===== src/rtl/seq_feed_ctrl.sv =====
// Feeds a latched switch word MSB-first into the serial sequence detector and counts its match pulses.
// Optional detector flush before each run is enabled by defining SEQ_FEED_FLUSH_EN.
module seq_feed_ctrl #(
    parameter int WIDTH     = 16,
    parameter int FLUSH_LEN = 5
) (
    input  logic             CLK,
    input  logic             RST,
    input  logic             START,
    input  logic             BTN,
    input  logic [WIDTH-1:0] DIN,
    input  logic             Z_IN,
    output logic             X_OUT,
    output logic             BTN_OUT,
    output logic             BUSY,
    output logic             DONE,
    output logic [3:0]       HIT_CNT,
    output logic             HIT
);

    localparam logic [2:0] ST_IDLE  = 3'd0;
    localparam logic [2:0] ST_FLUSH = 3'd1;
    localparam logic [2:0] ST_SHIFT = 3'd2;
    localparam logic [2:0] ST_DRAIN = 3'd3;
    localparam logic [2:0] ST_FIN   = 3'd4;

    localparam int CW = (WIDTH > 1) ? $clog2(WIDTH) : 1;

    if (WIDTH < 2 || WIDTH > 16 || FLUSH_LEN < 4) begin : g_bad_param
        $error("seq_feed_ctrl: WIDTH must be 2..16 and FLUSH_LEN at least 4");
    end

    logic [2:0]       state;
    logic [2:0]       state_nxt;
    logic [WIDTH-1:0] shift_reg;
    logic [CW-1:0]    bit_cnt;
    logic [3:0]       hit_nxt;
    logic             sample_z;
    logic             last_bit;

`ifdef SEQ_FEED_FLUSH_EN
    localparam int FW = $clog2(FLUSH_LEN);

    logic [FW-1:0] flush_cnt;
    logic          last_flush;

    assign last_flush = (flush_cnt == FW'(FLUSH_LEN - 1));
`endif

    assign last_bit = (bit_cnt == CW'(WIDTH - 1));

    // NOTE: every signal driven here gets a default first, so no latch is inferred.
    always_comb begin
        state_nxt = state;
        sample_z  = 1'b0;
        case (state)
            ST_IDLE: begin
                if (START) begin
`ifdef SEQ_FEED_FLUSH_EN
                    state_nxt = ST_FLUSH;
`else
                    state_nxt = ST_SHIFT;
`endif
                end
            end
`ifdef SEQ_FEED_FLUSH_EN
            ST_FLUSH: begin
                if (last_flush) begin
                    state_nxt = ST_SHIFT;
                end
            end
`endif
            ST_SHIFT: begin
                // Z is one cycle behind X, so the first shift cycle still shows flush/idle history.
                sample_z = (bit_cnt != '0);
                if (last_bit) begin
                    state_nxt = ST_DRAIN;
                end
            end
            ST_DRAIN: begin
                sample_z  = 1'b1;
                state_nxt = ST_FIN;
            end
            ST_FIN:  state_nxt = ST_IDLE;
            default: state_nxt = ST_IDLE;
        endcase

        hit_nxt = HIT_CNT;
        if (state == ST_IDLE && START) begin
            hit_nxt = 4'd0;
        end else if (sample_z && Z_IN && HIT_CNT != 4'hF) begin
            hit_nxt = HIT_CNT + 4'd1;
        end
    end

    // NOTE: sequential state uses non-blocking assignments so all flops update from pre-edge values.
    always_ff @(posedge CLK or posedge RST) begin
        if (RST) begin
            state     <= ST_IDLE;
            shift_reg <= '0;
            bit_cnt   <= '0;
`ifdef SEQ_FEED_FLUSH_EN
            flush_cnt <= '0;
`endif
            X_OUT     <= 1'b1;
            BTN_OUT   <= 1'b0;
            BUSY      <= 1'b0;
            DONE      <= 1'b0;
            HIT_CNT   <= 4'd0;
            HIT       <= 1'b0;
        end else begin
            state   <= state_nxt;
            HIT_CNT <= hit_nxt;
            HIT     <= (hit_nxt != 4'd0);
            BUSY    <= (state_nxt != ST_IDLE);
            DONE    <= (state_nxt == ST_FIN);

            case (state)
                ST_IDLE: begin
                    X_OUT <= 1'b1;
                    if (START) begin
                        BTN_OUT <= BTN;
                        bit_cnt <= '0;
`ifdef SEQ_FEED_FLUSH_EN
                        shift_reg <= DIN;
                        flush_cnt <= '0;
`else
                        // Without flush the first data bit must already be on X in the next cycle.
                        X_OUT     <= DIN[WIDTH-1];
                        shift_reg <= {DIN[WIDTH-2:0], 1'b0};
`endif
                    end
                end
`ifdef SEQ_FEED_FLUSH_EN
                ST_FLUSH: begin
                    flush_cnt <= flush_cnt + 1'b1;
                    if (last_flush) begin
                        X_OUT     <= shift_reg[WIDTH-1];
                        shift_reg <= {shift_reg[WIDTH-2:0], 1'b0};
                        bit_cnt   <= '0;
                    end else begin
                        X_OUT <= 1'b1;
                    end
                end
`endif
                ST_SHIFT: begin
                    bit_cnt <= bit_cnt + 1'b1;
                    if (last_bit) begin
                        X_OUT <= 1'b1;
                    end else begin
                        X_OUT     <= shift_reg[WIDTH-1];
                        shift_reg <= {shift_reg[WIDTH-2:0], 1'b0};
                    end
                end
                default: begin
                    X_OUT <= 1'b1;
                end
            endcase
        end
    end

endmodule


===== config.mk =====
export PLATFORM = sky130hd
export DESIGN_NAME = seq_feed_ctrl
export DESIGN_NICKNAME = d
export VERILOG_FILES = /design/src/rtl/seq_feed_ctrl.sv
export SDC_FILE = /design/constraint.sdc
export NUM_CORES = 1
export LEC_CHECK = 0
export CORE_ASPECT_RATIO = 0.9
export CORE_MARGIN = 1
export CORE_UTILIZATION = 35
export CTS_CLUSTER_SIZE = 24
export DETAILED_ROUTE_END_ITERATION = 10
export DONT_BUFFER_PORTS = 1
export PLACE_DENSITY_LB_ADDON = 0.1
export REMOVE_ABC_BUFFERS = 1
export SYNTH_ARGS = -nofsm -noshare
export SYNTH_HDL_FRONTEND = slang
export SYNTH_SLANG_ARGS = --single-unit

===== constraint.sdc =====
create_clock -name CLK -period 3.9 [get_ports CLK]
set_input_delay 0.39 -clock CLK [delete_from_list [all_inputs] [get_ports CLK]]
set_output_delay 0.39 -clock CLK [all_outputs]
set_load 0.02 [all_outputs]

==> metrics.md, run 1 <==
| Metric | Value |
|---|---|
| DP Area | 0.001490 mm2 |
| GR Overflow Total | 0 |
| Post-route DRC | 0 |
| Pin count of the biggest net entering global routing | 32 |
| Post-synthesis sequential area ratio | 52.67% |
| Root Buffer | clkbuf_8 |
| Largest family of logic cells by synthesized area | simple AND/OR/NAND/NOR gates |
| Critical-path maximum fanout | 29 |
| Routed WL | 2926 um |
| CP Capture Type | register |
| Synth area leaders | dfrtp_1 51%, nand2_1 10%, a31oi_1 6.4% |
| CTS Sinks | 31 |
| Peak supply drop | 0.2637 mV |
| Gr usage total | 15.00% |
| Synth Warn # | 0 |
| Crit-path leading delay family | simple AND/OR/NAND/NOR gates |
| Hold WS | 0.08220 ns |
| Worst Tran Pin Value | 1.236 ns |
| Xor/xnor share of the synthesized area | 0% |
| Worst hold path type | primary input to async pin |
| Die area | 0.004479 mm2 |
| Cts bufs inserted | 5 |
| Final setup viols | 0 |
| Post-CTS Setup Repair Bufs | 0 |
| Vias in the first global route | 1107 |
| Final setup TNS | 0 ns |
| Simple-Gate Fraction of Synth Area | 22.65% |
| P per Cell Area | 922.5 mW/mm2 |
| CTS tree | built |
| Worst reg2reg startpoint | state[2] |
| Setup WS pre-CTS | 1.688 ns |
| Final Max Tran Viols | 0 |
| R2r setup slk | 1.69 ns |
| Crit path time final | 2.212 ns |
| Hold Vio Cnt, Final | 0 |
| Longest Clk Path Bufs | 2 |
| Critical path depth in cells | 5 |
| # resized after CTS | 0 |
| Antenna-violating nets left | 0 |
| Synth Area per Inst | 9.396 um2 |
| Commonest non-fill, non-tap cells in the layout | 40 x nand2_1, 30 x dfrtp_1, 18 x nor2_1, 15 x a31oi_1, 8 x inv_1 |
| Post-route cell area | 0.001608 mm2 |
| Fin cells | 206 |
| #FFs+latches synth | 31 |
| Area fraction of the dominant cell type after synthesis | 50.89% |
| Worst R2R Path Depth | 5 |
| Critical-path cell list | or4b_1 -> a2111oi_4 -> buf_4 -> nor2_1 -> a31oi_1 |
| Compound-cell area share of the yosys netlist | 13.66% |
| Layout area overhead | 8.991% |
| Initial Util | 36.46% |
| Critical path endpoint | shift_reg[5] |
| Post-layout util | 39.73% |
| IO buf count | 0 |
| WP buf/inv | 1 |
| Yosys cell types | 29 |
| Die span in x | 70.43 um |
| Final WS setup | 1.688 ns |
| Worst Skew | 0.005535 ns |
| Reg clk slew, reported paths | 0.07 ns |
| Max_slew headroom | 17.26% |
| RSZ-0062 raised after global routing | no |
| Hold buffers post-CTS | 0 |
| Max Fclk | 452.1 MHz |
| Slowest Stage Delay on Critical Path | 0.72 ns |
| Die height | 63.59 um |
| I/O pins | 30 |
| Row cnt | 22 |
| Reg2reg end | shift_reg[5] |
| Antenna Cells | 0 |
| Period utilization | 56.72% |
| Max capacitance violation total | 0 |
| Setup crit start | state[2] |
| Global-route wire length before repair | 5188 um |
| Max FFs per register | 15 |
| Worst endpoint required time | 4.10 ns |
| RePlAce Congestion | 0.7189 |
| Nets | 181 |
| Crit Path Category | register to register |
| Most common cell after layout, fill and taps aside | nand2_1 |
| Core box area | 0.004046 mm2 |
| Crit path DAT | 2.41 ns |
| Mapped cell area | 0.001475 mm2 |
| Later-pin clock latency in the skew report | 0.28 ns |
| Synth Instances | 157 |
| Leak Pwr | 0.7340 nW |
| H-tree Lvls | 2 |
| Initial antenna violation count | 0 |
| DR vias | 1057 |
| Multiplexer area fraction after synthesis | 2.036% |
| DR WL/cell | 14.20 um |
| Initial DRC Count | 55 |
| Post-DP HPWL | 1961 um |
| Dominant cell type by area after synthesis | dfrtp_1 |
| Nature of the critical path startpoint | register |
| Proportion of layout cells with a drive suffix above 1 | 8.861% |
| DR pass1 iterations | 4 |
| Final total power | 1.483 mW |
| Outcome | finished clean |
| Via density | 5.131 |
| CP max-delay cell | or4b_1 |
| Adder-Cell Fraction of Synth Area | 2.545% |
| Dpl cells | 198 |
-- synth_stat cells --
master / count
nor2_1: 18
a311oi_1: 1
o21ai_0: 7
nand2_1: 40
nand4_1: 1
a2111oi_4: 1
a31oi_1: 15
or4_1: 1
a21oi_1: 1
a21o_1: 1
nor4b_1: 2
clkbuf_1: 4
o31ai_1: 1
buf_2: 1
or4b_1: 1
nor3b_1: 4
ha_1: 3
or3b_2: 1
buf_6: 4
o311a_1: 1
or3_1: 2
nand3_1: 2
inv_1: 8
dfstp_2: 1
and3_1: 1
o22ai_1: 1
nand3b_1: 1
mux2i_1: 3
dfrtp_1: 30
-- cell type report --
class / instances / area (um2)
Tap cell: 48 / 60.06
Sequential cell: 31 / 777.0
Multi-Input combinational cell: 109 / 608.1
Timing Repair Buffer: 2 / 15.01
Inverter: 8 / 30.03
Clock inverter: 2 / 35.03
Clock buffer: 6 / 82.58
Fill cell: 406 / 2439
-- power by group --
| part | internal, mW | switching (mW) |
|---|---|---|
| clock network | 0.207 | 0.120 |
| registers | 0.473 | 0.158 |
| logic | 0.215 | 0.311 |
-- logic make-up after synthesis --
family / Yosys count
AO/OA/AOI/OAI: 29
adder cells (fa/ha/maj): 3
buffers and inverters: 17
flip-flops: 31
multiplexers: 3
AND/OR/NAND/NOR: 74
-- worst min-delay path by stage --
stage | to | start | slack, ns | cells after the start
after floorplan | X_OUT | shift_reg[15] | 0.47 | 2
after global placement | shift_reg[10] | RST | 0.39 | 2
after detailed placement | shift_reg[10] | RST | 0.40 | 2
after CTS | shift_reg[10] | RST | 0.09 | 2
after global routing | shift_reg[10] | RST | 0.11 | 2
final | shift_reg[10] | RST | 0.08 | 2
-- per-layer routing --
layer | share of wire [%] | up-vias | GRT usage [%]
li1 | - | 532 | -
met2 | 44 | 26 | 22.26
met3 | 4.1 | 5 | 4.960
met5 | 0 | - | 0
met4 | 1.3 | 0 | 6.000
met1 | 50 | 494 | 20.04
-- worst register-to-register path, cell delays in order, from the launching register on --
cell,delay [ns]
dfrtp_1,0.49
or4b_1,0.72
a2111oi_4,0.34
buf_4,0.33
nor2_1,0.08
a31oi_1,0.17
(Power assumes the default switching activity.)
==> run 2: changes to the inputs <==
clock period = 2.3 ns   (was 3.9 ns; I/O delays follow)
==> run 2 against run 1 <==
Against the previous run:
- die area did not move
- critical path type unchanged
- clock power up 33%
- clock skew increased by 0.0021 ns
- critical endpoint is now HIT
- highest routed layer unchanged
==> metrics.md, run 2 (synthesis gave the netlist of run 1 again) <==
| Metric | Value |
|---|---|
| Outcome | finished clean |
| Layout area overhead | 10.94% |
| Slowest Stage Delay on Critical Path | 0.52 ns |
| Root Buffer | clkbuf_8 |
| Most common cell after layout, fill and taps aside | nand2_1 |
| Final setup viols | 0 |
| Die height | 63.59 um |
| RSZ-0062 raised after global routing | no |
| Crit path DAT | 2.30 ns |
| Antenna-violating nets left | 0 |
| Worst Skew | 0.007589 ns |
| GR Overflow Total | 0 |
| Initial DRC Count | 85 |
| Critical-path maximum fanout | 4 |
| Pin count of the biggest net entering global routing | 32 |
| R2r setup slk | 0.17 ns |
| Post-DP HPWL | 1912 um |
| Post-route DRC | 0 |
| Core box area | 0.004046 mm2 |
| Vias in the first global route | 1081 |
| Global-route wire length before repair | 5030 um |
| P per Cell Area | 1497 mW/mm2 |
| Leak Pwr | 0.7517 nW |
| Max_slew headroom | 67.07% |
| I/O pins | 30 |
| Gr usage total | 15.05% |
| Critical-path cell list | inv_1 -> ha_1 -> nor4b_2 -> a311oi_1 -> mux2i_1 -> or4_1 |
| Row cnt | 22 |
| Routed WL | 2901 um |
| Crit Path Category | register to register |
| Longest Clk Path Bufs | 2 |
| Peak supply drop | 0.4521 mV |
| Worst hold path type | primary input to register |
| DR vias | 1073 |
| Post-CTS Setup Repair Bufs | 0 |
| Nets | 186 |
| RePlAce Congestion | 0.7350 |
| IO buf count | 0 |
| Worst reg2reg startpoint | bit_cnt[0] |
| Hold path depth | 2 |
| Hold worst-path end | BTN_OUT |
| CTS tree | built |
| Initial antenna violation count | 0 |
| Post-layout util | 40.45% |
| H-tree Lvls | 2 |
| Reg2reg end | HIT |
| Final Max Tran Viols | 0 |
| Worst R2R Path Depth | 6 |
| Proportion of layout cells with a drive suffix above 1 | 11.11% |
| Max Fclk | 468.8 MHz |
| Crit path time final | 2.133 ns |
| Dpl cells | 202 |
| Final setup TNS | 0 ns |
| Period utilization | 92.73% |
| DR pass1 iterations | 4 |
| Max capacitance violation total | 0 |
| Hold_sp | BTN |
| Initial Util | 36.46% |
| CTS Sinks | 31 |
| Die span in x | 70.43 um |
| Nature of the critical path startpoint | register |
| Hold Vio Cnt, Final | 0 |
| DR WL/cell | 13.81 um |
| CP max-delay cell | or4_1 |
| Worst Tran Pin Value | 0.4907 ns |
| Final WS setup | 0.1671 ns |
| Die area | 0.004479 mm2 |
| Antenna Cells | 0 |
| CP Capture Type | register |
| Fin cells | 210 |
| Max FFs per register | 15 |
| Worst endpoint required time | 2.46 ns |
| Cts bufs inserted | 5 |
| Setup WS pre-CTS | 0.07654 ns |
| Final total power | 2.450 mW |
| Commonest non-fill, non-tap cells in the layout | 40 x nand2_1, 30 x dfrtp_1, 18 x nor2_1, 15 x a31oi_1, 8 x inv_1 |
| Crit-path leading delay family | simple AND/OR/NAND/NOR gates |
| Later-pin clock latency in the skew report | 0.29 ns |
| Via density | 5.110 |
| Reg clk slew, reported paths | 0.07 ns |
| WP buf/inv | 1 |
run 2: layer usage:
layer  wire, um  up-vias  global-route usage, %
li1           -      547                      -
met1       1373      501                  18.67
met2       1357       17                  22.86
met3         89        8                  4.480
met4         80        0                  9.250
met5          0        -                      0
run 2: worst max path at each step:
stage / from / endpoint / slack (ns) / cells after the start
2_1_floorplan: state[2] / shift_reg[10] / -0.05 / 3
3_3_place_gp: bit_cnt[0] / HIT / 0.22 / 6
3_5_place_dp: bit_cnt[0] / HIT / 0.08 / 6
4_1_cts: bit_cnt[0] / HIT / 0.08 / 6
5_1_grt: bit_cnt[0] / HIT / 0.03 / 6
6_report: bit_cnt[0] / HIT / 0.17 / 6
run 2: power by group:
group	leakage, nW	total, mW	internal (mW)	switching, mW
Sequential	0.373	1.05	0.802	0.243
Combinational	0.331	0.969	0.421	0.548
Clock	0.0470	0.435	0.234	0.201
run 2: through the flow:
stage               hold WS, ns  cell area, um2
global placement         0.2277            1533
CTS                     0.04233            1630
floorplan                0.3328            1410
detailed placement       0.2378            1533
finish                  0.05434            1637
global route            0.07968            1637
run 2: area by class of cell:
| cell class | instances | area (um2) |
|---|---|---|
| Timing Repair Buffer | 7 | 67.56 |
| Fill cell | 420 | 2410 |
| Clock buffer | 6 | 82.58 |
| Tap cell | 48 | 60.06 |
| Multi-Input combinational cell | 109 | 614.3 |
| Clock inverter | 1 | 5.005 |
| Inverter | 8 | 30.03 |
| Sequential cell | 31 | 777.0 |
run 2: timing repair:
action                                  4_1_cts  5_1_grt
endpoints found under the hold margin        30        0
hold buffers                                  1        0
endpoints found under the setup margin        0        1
gates resized for setup                       0        1
